[config.mk]
export PLATFORM = sky130hd
export DESIGN_NAME = adc_acq_ctrl
export DESIGN_NICKNAME = d
export VERILOG_FILES = /design/src/rtl/adc_acq_pkg.sv /design/src/rtl/adc_acq_ctrl_accum.sv /design/src/rtl/adc_acq_ctrl.sv
export SDC_FILE = /design/constraint.sdc
export NUM_CORES = 1
export LEC_CHECK = 0
export ABC_CLOCK_PERIOD_IN_PS = 6900
export BUFFER_PORTS_ARGS = -buffer_cell sky130_fd_sc_hd__buf_2
export CAP_MARGIN = 20
export CORE_UTILIZATION = 40
export DETAILED_ROUTE_END_ITERATION = 16
export PLACE_DENSITY = 0.62
export SLEW_MARGIN = 10
export SYNTH_ARGS = -nofsm -noshare
export SYNTH_HDL_FRONTEND = slang
export SYNTH_SLANG_ARGS = --single-unit
[constraint.sdc]
create_clock -name ad_clk -period 6.9 [get_ports ad_clk]
set_input_delay 1.035 -clock ad_clk [delete_from_list [all_inputs] [get_ports ad_clk]]
set_output_delay 1.035 -clock ad_clk [all_outputs]
set_load 0.01 [all_outputs]
[src/rtl/adc_acq_pkg.sv]
// Shared types and constants for the ADC acquisition sequencer.
// The optional over-range detector is enabled by defining ADC_OVERRANGE_EN.
package adc_acq_pkg;

    localparam int ADC_MV_W   = 16;
    localparam int DEF_OVR_MV = 4900;

    typedef enum logic [1:0] {
        IDLE   = 2'd0,
        SETTLE = 2'd1,
        ACCUM  = 2'd2,
        OUTPUT = 2'd3
    } adc_acq_state_e;

    // Requested averaging exponents above the supported maximum fall back to the maximum.
    function automatic logic [2:0] clamp_avg_log2(input logic [2:0] n, input logic [2:0] max_n);
        return (n > max_n) ? max_n : n;
    endfunction

endpackage

[src/rtl/adc_acq_ctrl_accum.sv]
// Dual-channel signed accumulator with clear/enable and a shifted (averaged) view
// of the running sum including the sample currently presented.
// With ADC_OVERRANGE_EN defined it also tracks a sticky |mV| over-range flag.
module adc_dual_accum
    import adc_acq_pkg::*;
#(
    parameter int MAX_AVG_LOG2 = 4,
    parameter int OVR_MV       = DEF_OVR_MV
) (
    input  logic                       clk,
    input  logic                       rst_n,
    input  logic                       clr,
    input  logic                       en,
    input  logic [2:0]                 shift,
    input  logic signed [ADC_MV_W-1:0] ch1_in,
    input  logic signed [ADC_MV_W-1:0] ch2_in,
`ifdef ADC_OVERRANGE_EN
    output logic                       ovr_nxt,
`endif
    output logic signed [ADC_MV_W-1:0] res_ch1,
    output logic signed [ADC_MV_W-1:0] res_ch2
);

    // Wide enough for 2^MAX_AVG_LOG2 full-scale samples, so no overflow is possible.
    localparam int ACC_W = ADC_MV_W + MAX_AVG_LOG2;

    logic signed [ACC_W-1:0] acc1;
    logic signed [ACC_W-1:0] acc2;
    logic signed [ACC_W-1:0] sum1;
    logic signed [ACC_W-1:0] sum2;

    // Sum including the current sample; this is what the last ACCUM cycle hands out.
    always_comb begin
        sum1    = acc1 + {{MAX_AVG_LOG2{ch1_in[ADC_MV_W-1]}}, ch1_in};
        sum2    = acc2 + {{MAX_AVG_LOG2{ch2_in[ADC_MV_W-1]}}, ch2_in};
        res_ch1 = ADC_MV_W'(sum1 >>> shift);
        res_ch2 = ADC_MV_W'(sum2 >>> shift);
    end

    // Accumulator registers: cleared at window start, summing while enabled.
    always_ff @(posedge clk or negedge rst_n) begin
        if (!rst_n) begin
            acc1 <= '0;
            acc2 <= '0;
        end else if (clr) begin
            acc1 <= '0;
            acc2 <= '0;
        end else if (en) begin
            acc1 <= sum1;
            acc2 <= sum2;
        end
    end

`ifdef ADC_OVERRANGE_EN
    localparam logic signed [ADC_MV_W-1:0] OVR_LIM = ADC_MV_W'(OVR_MV);

    logic ovr_q;
    logic ovr_hit;

    assign ovr_hit = en && ((ch1_in > OVR_LIM) || (ch1_in < -OVR_LIM) ||
                            (ch2_in > OVR_LIM) || (ch2_in < -OVR_LIM));
    assign ovr_nxt = ovr_q | ovr_hit;

    // Sticky over-range flag for the current window.
    always_ff @(posedge clk or negedge rst_n) begin
        if (!rst_n) begin
            ovr_q <= 1'b0;
        end else if (clr) begin
            ovr_q <= 1'b0;
        end else if (en) begin
            ovr_q <= ovr_nxt;
        end
    end
`endif

endmodule

[src/rtl/adc_acq_ctrl.sv]
// Acquisition sequencer: trigger -> settle delay -> average 2^N samples per
// channel -> present the averaged pair downstream.
// Optional over-range flag enabled by defining ADC_OVERRANGE_EN.
//
// Output handshake: avg_valid/avg_ch*/ovr are held stable from the cycle
// avg_valid rises until a cycle with avg_valid && avg_ready; avg_ready is
// ignored while avg_valid is low. A trigger coinciding with that accepting
// cycle starts the next window immediately.
module adc_acq_ctrl
    import adc_acq_pkg::*;
#(
    parameter int MAX_AVG_LOG2 = 4,
    parameter int SETTLE_W     = 16,
    parameter int OVR_MV       = DEF_OVR_MV
) (
    input  logic                       ad_clk,
    input  logic                       rst_n,
    input  logic                       trig,
    input  logic [SETTLE_W-1:0]        cfg_settle,
    input  logic [2:0]                 cfg_avg_log2,
    input  logic signed [ADC_MV_W-1:0] volt_ch1,
    input  logic signed [ADC_MV_W-1:0] volt_ch2,
    output logic signed [ADC_MV_W-1:0] avg_ch1,
    output logic signed [ADC_MV_W-1:0] avg_ch2,
    output logic                       avg_valid,
    input  logic                       avg_ready,
    output logic                       busy,
    output logic                       trig_dropped,
    output logic                       ovr,
    output adc_acq_state_e             dbg_state
);

    localparam int CNT_W = MAX_AVG_LOG2 + 1;

    adc_acq_state_e state;
    adc_acq_state_e state_nxt;

    logic [SETTLE_W-1:0]        settle_cnt;
    logic [CNT_W-1:0]           smp_cnt;
    logic [CNT_W-1:0]           smp_last;
    logic [2:0]                 n_lat;
    logic [2:0]                 n_cfg;
    logic                       handshake;
    logic                       trig_accept;
    logic                       last_smp;
    logic signed [ADC_MV_W-1:0] res_ch1;
    logic signed [ADC_MV_W-1:0] res_ch2;

    assign handshake   = (state == OUTPUT) && avg_ready;
    assign trig_accept = trig && ((state == IDLE) || handshake);
    assign n_cfg       = clamp_avg_log2(cfg_avg_log2, 3'(MAX_AVG_LOG2));
    assign smp_last    = CNT_W'((32'd1 << n_lat) - 32'd1);
    assign last_smp    = (state == ACCUM) && (smp_cnt == smp_last);

    assign avg_valid = (state == OUTPUT);
    assign busy      = (state != IDLE);
    assign dbg_state = state;

    // State register.
    always_ff @(posedge ad_clk or negedge rst_n) begin
        if (!rst_n) begin
            state <= IDLE;
        end else begin
            state <= state_nxt;
        end
    end

    // Next-state logic; a zero settle time skips SETTLE entirely.
    always_comb begin
        state_nxt = state;
        case (state)
            IDLE: begin
                if (trig_accept) begin
                    state_nxt = (cfg_settle == '0) ? ACCUM : SETTLE;
                end
            end
            SETTLE: begin
                if (settle_cnt == '0) begin
                    state_nxt = ACCUM;
                end
            end
            ACCUM: begin
                if (smp_cnt == smp_last) begin
                    state_nxt = OUTPUT;
                end
            end
            OUTPUT: begin
                if (handshake) begin
                    if (trig_accept) begin
                        state_nxt = (cfg_settle == '0) ? ACCUM : SETTLE;
                    end else begin
                        state_nxt = IDLE;
                    end
                end
            end
            default: state_nxt = IDLE;
        endcase
    end

    // Config latches and window counters; config is only sampled on trigger acceptance.
    always_ff @(posedge ad_clk or negedge rst_n) begin
        if (!rst_n) begin
            settle_cnt <= '0;
            smp_cnt    <= '0;
            n_lat      <= '0;
        end else if (trig_accept) begin
            settle_cnt <= (cfg_settle == '0) ? '0 : (cfg_settle - SETTLE_W'(1));
            smp_cnt    <= '0;
            n_lat      <= n_cfg;
        end else if ((state == SETTLE) && (settle_cnt != '0)) begin
            settle_cnt <= settle_cnt - SETTLE_W'(1);
        end else if (state == ACCUM) begin
            smp_cnt <= smp_cnt + CNT_W'(1);
        end
    end

    // Result registers, captured on the last ACCUM cycle and held through OUTPUT.
    always_ff @(posedge ad_clk or negedge rst_n) begin
        if (!rst_n) begin
            avg_ch1 <= '0;
            avg_ch2 <= '0;
        end else if (last_smp) begin
            avg_ch1 <= res_ch1;
            avg_ch2 <= res_ch2;
        end
    end

    // One-cycle flag for a trigger that arrived while a window was in progress.
    always_ff @(posedge ad_clk or negedge rst_n) begin
        if (!rst_n) begin
            trig_dropped <= 1'b0;
        end else begin
            trig_dropped <= trig && !trig_accept && (state != IDLE);
        end
    end

`ifdef ADC_OVERRANGE_EN
    logic ovr_nxt;
    logic ovr_q;

    // Over-range result captured with the averages; only presented with avg_valid.
    always_ff @(posedge ad_clk or negedge rst_n) begin
        if (!rst_n) begin
            ovr_q <= 1'b0;
        end else if (last_smp) begin
            ovr_q <= ovr_nxt;
        end
    end

    assign ovr = ovr_q && (state == OUTPUT);
`else
    assign ovr = 1'b0;
`endif

    adc_dual_accum #(
        .MAX_AVG_LOG2 (MAX_AVG_LOG2),
        .OVR_MV       (OVR_MV)
    ) u_accum (
        .clk     (ad_clk),
        .rst_n   (rst_n),
        .clr     (trig_accept),
        .en      (state == ACCUM),
        .shift   (n_lat),
        .ch1_in  (volt_ch1),
        .ch2_in  (volt_ch2),
`ifdef ADC_OVERRANGE_EN
        .ovr_nxt (ovr_nxt),
`endif
        .res_ch1 (res_ch1),
        .res_ch2 (res_ch2)
    );

endmodule
==> summary.md <==
| Metric | Value |
|---|---|
| Status | finished clean |
| Int Power | 0.00197 W |
| Worst-Skew Late Latency | 0.34 ns |
| Worst EP required | 7.11 ns |
| Setup Skew | 0.00725 ns |
| CORE AREA | 19000 µm² |
| Final worst setup slack | 2.46 ns |
| Post-cts sizing count | 0 |
| Fin crit share | 0.643 |
| Critical path endpoint category | flip-flop |
| Syn Std Cell Area | 7880 µm² |
| Psw | 0.00173 W |
| Ys flop type | dfrtp_1 |
| Count of cell types in the netlist | 79 |
| Top cells by area, synth | dfrtp_1, ha_1, nand2_1, o21ai_0, xnor2_1 |
| Crit-path cells | inv_1 -> nand2_1 -> ha_1 -> and2_0 -> o21ai_0 -> a21o_1 -> a211oi_1 -> nand2_1 -> buf_4 -> nor2_1 -> o211ai_1 -> o32ai_1 -> a21oi_1 |
| Final cell count without fillers | 1260 |
| Post-synth top area share | 0.315 |
| Sw frac | 0.467 |
| Hold Path Origin | avg_ch2[2]$_DFFE_PN0P_ |
| Worst EP arrival | 4.65 ns |
| Io pins | 93 |
| RR Startpoint | n_lat[2]$_DFFE_PN0P_ |
| Hold crit path type | reg -> reg |
| Iteration-0 DRC Markers | 464 |
| Period minus WS final | 4.44 ns |
| Number of synthesis warnings | 0 |
| Combinational Power Share | 0.596 |
| Area Growth Syn to Fin | 12.0% |
| Starting Density | 0.414 |
| Std cell rows | 50 |
| Number of global-route vias before repair | 6727 |
| # diodes | 0 |
| Leak pwr | 4.06 nW |
| Top cell type by total area after synthesis | dfrtp_1 |
| Slowest stage delay, CP | 1.02 ns |
| Total Wirelength | 21000 µm |
| Final hold vios | 0 |
| Pre-antenna DRT Iters | 5 |
| Gpl congestion | 0.888 |
| Chip Width | 142 µm |
| Worst slew pin tran | 1.02 ns |
| Seq/Total Area, Yosys | 0.315 |
| Routed WL per cell | 16.6 µm |
| Clk sinks | 99 |
| Antenna Violating Nets Remaining | 0 |
| Drt drc | 0 |
| Hold_buf cts | 0 |
| Die height | 142 µm |
| Crit Path Max Fanout | 46 |
| CP max-delay cell | dfrtp_1 |
| Worst path most repeated cell | nand2_1 |
| DP Wirelength | 15400 µm |
| Total CTS buffers | 9 |
| Synthesized net count | 1035 |
| Fin nets | 1096 |
| Share of post-route cells with drive strength above 1 | 0.154 |
| Critical path startpoint category | flip-flop |
| Root buffer cell | clkbuf_16 |
| Most frequent cells in the layout | nand2_1, dfrtp_1, buf_2 |
| DIE AREA | 20300 µm² |
| Port Buffers | 91 |
| Buffers and inverters on the worst path | 2 |
| # H-tree levels | 3 |
| Clock Power Share | 0.142 |
| Core Util, Final | 0.464 |
| Initial antenna violation count | 0 |
| Post-synth EDFFs | 0 |
| Global-route wire length before repair | 34500 µm |
| Placed cells | 1246 |
| Register clock-pin slew on the reported worst setup and hold paths | 0.07 ns |
| Power Density | 420 nW/µm² |
| Setup violations, final | 0 |
| Max-slew violations | 0 |
| Fmax | 225 MHz |
| Worst VDD drop | 200 µV |
| Relative slew slack | 0.319 |
| Worst setup path category | reg -> reg |
| Crit path from | n_lat[2]$_DFFE_PN0P_ |
| Mean Syn Cell Area | 8.41 µm² |
| Setup TNS | 0 ns |
| # fillers | 1879 |
| CTS tree | built |
| Seq pwr share | 0.262 |
| Synthesized instance count | 936 |
| DP Worst Slack | 2.57 ns |
| GRT overflow | 0 |
| Via density | 5.71 |
| GR Util All Layers | 0.215 |
| Max_cap viols | 0 |
| Clock buffer depth | 2 |
| Largest net degree at the start of global routing | 59 |
| RSZ-0062 raised after global routing | no |
| Setup Buffers After CTS | 0 |
| Async set-reset flop share out of synthesis | 1.00 |
| Crit path max-delay family | compound AO/OA/AOI/OAI gates |
| Vias | 7191 |
| Synthesized flop and latch total | 99 |
==> through the flow <==
step	instance area [µm²]	total power (W)	hold WS (ns)
after floorplan	7880	0.00257	0.454
after global placement	8520	0.00313	0.459
after detailed placement	8520	0.00316	0.467
after CTS	8820	0.00370	0.482
after global routing	8820	0.00401	0.496
final	8820	0.00370	0.474
==> cell families (layout without fill, tap and decap cells) <==
family,count (synthesis),in the layout,share of synthesized area
AOI/OAI and AO/OA,278,278,0.231
xor gates and xnor gates,63,63,0.0701
adders and majority gates,44,44,0.0718
buffers and inverters,81,145,0.0419
DFF,99,99,0.315
muxes,38,38,0.0664
other,1,1,0.000476
and+or+nand+nor,332,332,0.204
==> worst paths after layout <==
path	cells past startpoint	endpoint	slack, ns
setup / recovery	13	avg_ch2[14]$_DFFE_PN0P_	2.46
hold / removal	2	avg_ch2[2]$_DFFE_PN0P_	0.47
setup reg to reg	13	avg_ch2[14]$_DFFE_PN0P_	2.46
hold reg to reg	2	avg_ch2[2]$_DFFE_PN0P_	0.47
max in group asynchronous	2	settle_cnt[6]$_DFFE_PN0P_	5.02
min in group asynchronous	1	u_accum.acc1[15]$_DFFE_PN0P_	0.72
==> power by group through the flow <==
stage,clock (W),combinational (W),sequential [W]
final,0.000527,0.00221,0.000970
after global routing,0.000560,0.00245,0.00100
after CTS,0.000540,0.00219,0.000968
after detailed placement,0,0.00218,0.000976
after global placement,0,0.00216,0.000970
after floorplan,0,0.00163,0.000940
==> state kept, by name, summed over array words and instances, names as in the netlist <==
signal / flops
trig_dropped: 1
avg_ch1: 16
dbg_state: 2
u_accum.acc2: 20
avg_ch2: 16
settle_cnt: 16
u_accum.acc1: 20
n_lat: 3
smp_cnt: 5
==> metal layers <==
metal	global-route usage	wire length, µm	up-vias
met3	0.0353	1500	17
met4	0.0458	191	0
met2	0.327	9050	255
met1	0.317	10200	3361
met5	0	0	-
li1	-	-	3558
==> cells in the mapped netlist (4+ instances only) <==
library cell and n:
mux2_2 4, nand3_1 48, ha_1 42, dfrtp_1 99
clkbuf_1 37, o21ai_0 72, o211ai_1 14, or3_1 8
o22ai_1 12, nand2_1 99, or2_2 5, a21o_1 17
nor2b_1 6, o221ai_1 4, a22o_1 9, xor2_1 24
o21bai_1 4, inv_1 29, a211oi_1 21, nand4_1 6
and2_1 6, buf_1 9, o21a_1 9, mux4_2 11
o21ai_1 7, nor3_1 31, nor2_1 81, o31a_1 4
o31ai_1 7, mux2i_1 23, xnor2_1 39, a21oi_1 55
nor4_1 6, a31oi_1 7, nand2b_1 8
==> area by class of cell <==
class                           instances  area [µm²]  share of cell area
Multi-Input combinational cell        756        5070               0.575
Sequential cell                        99        2480               0.281
Timing Repair Buffer                  100         526              0.0596
Tap cell                              260         325              0.0369
Clock buffer                           12         267              0.0302
Inverter                               31         116              0.0132
Clock inverter                          2        35.0             0.00397
==> worst min-delay path, stage by stage, from the launching register on <==
cell and delay [ns]:
dfrtp_1 0.34, nand2_1 0.04, o21ai_0 0.06
(Power assumes the default switching activity.)
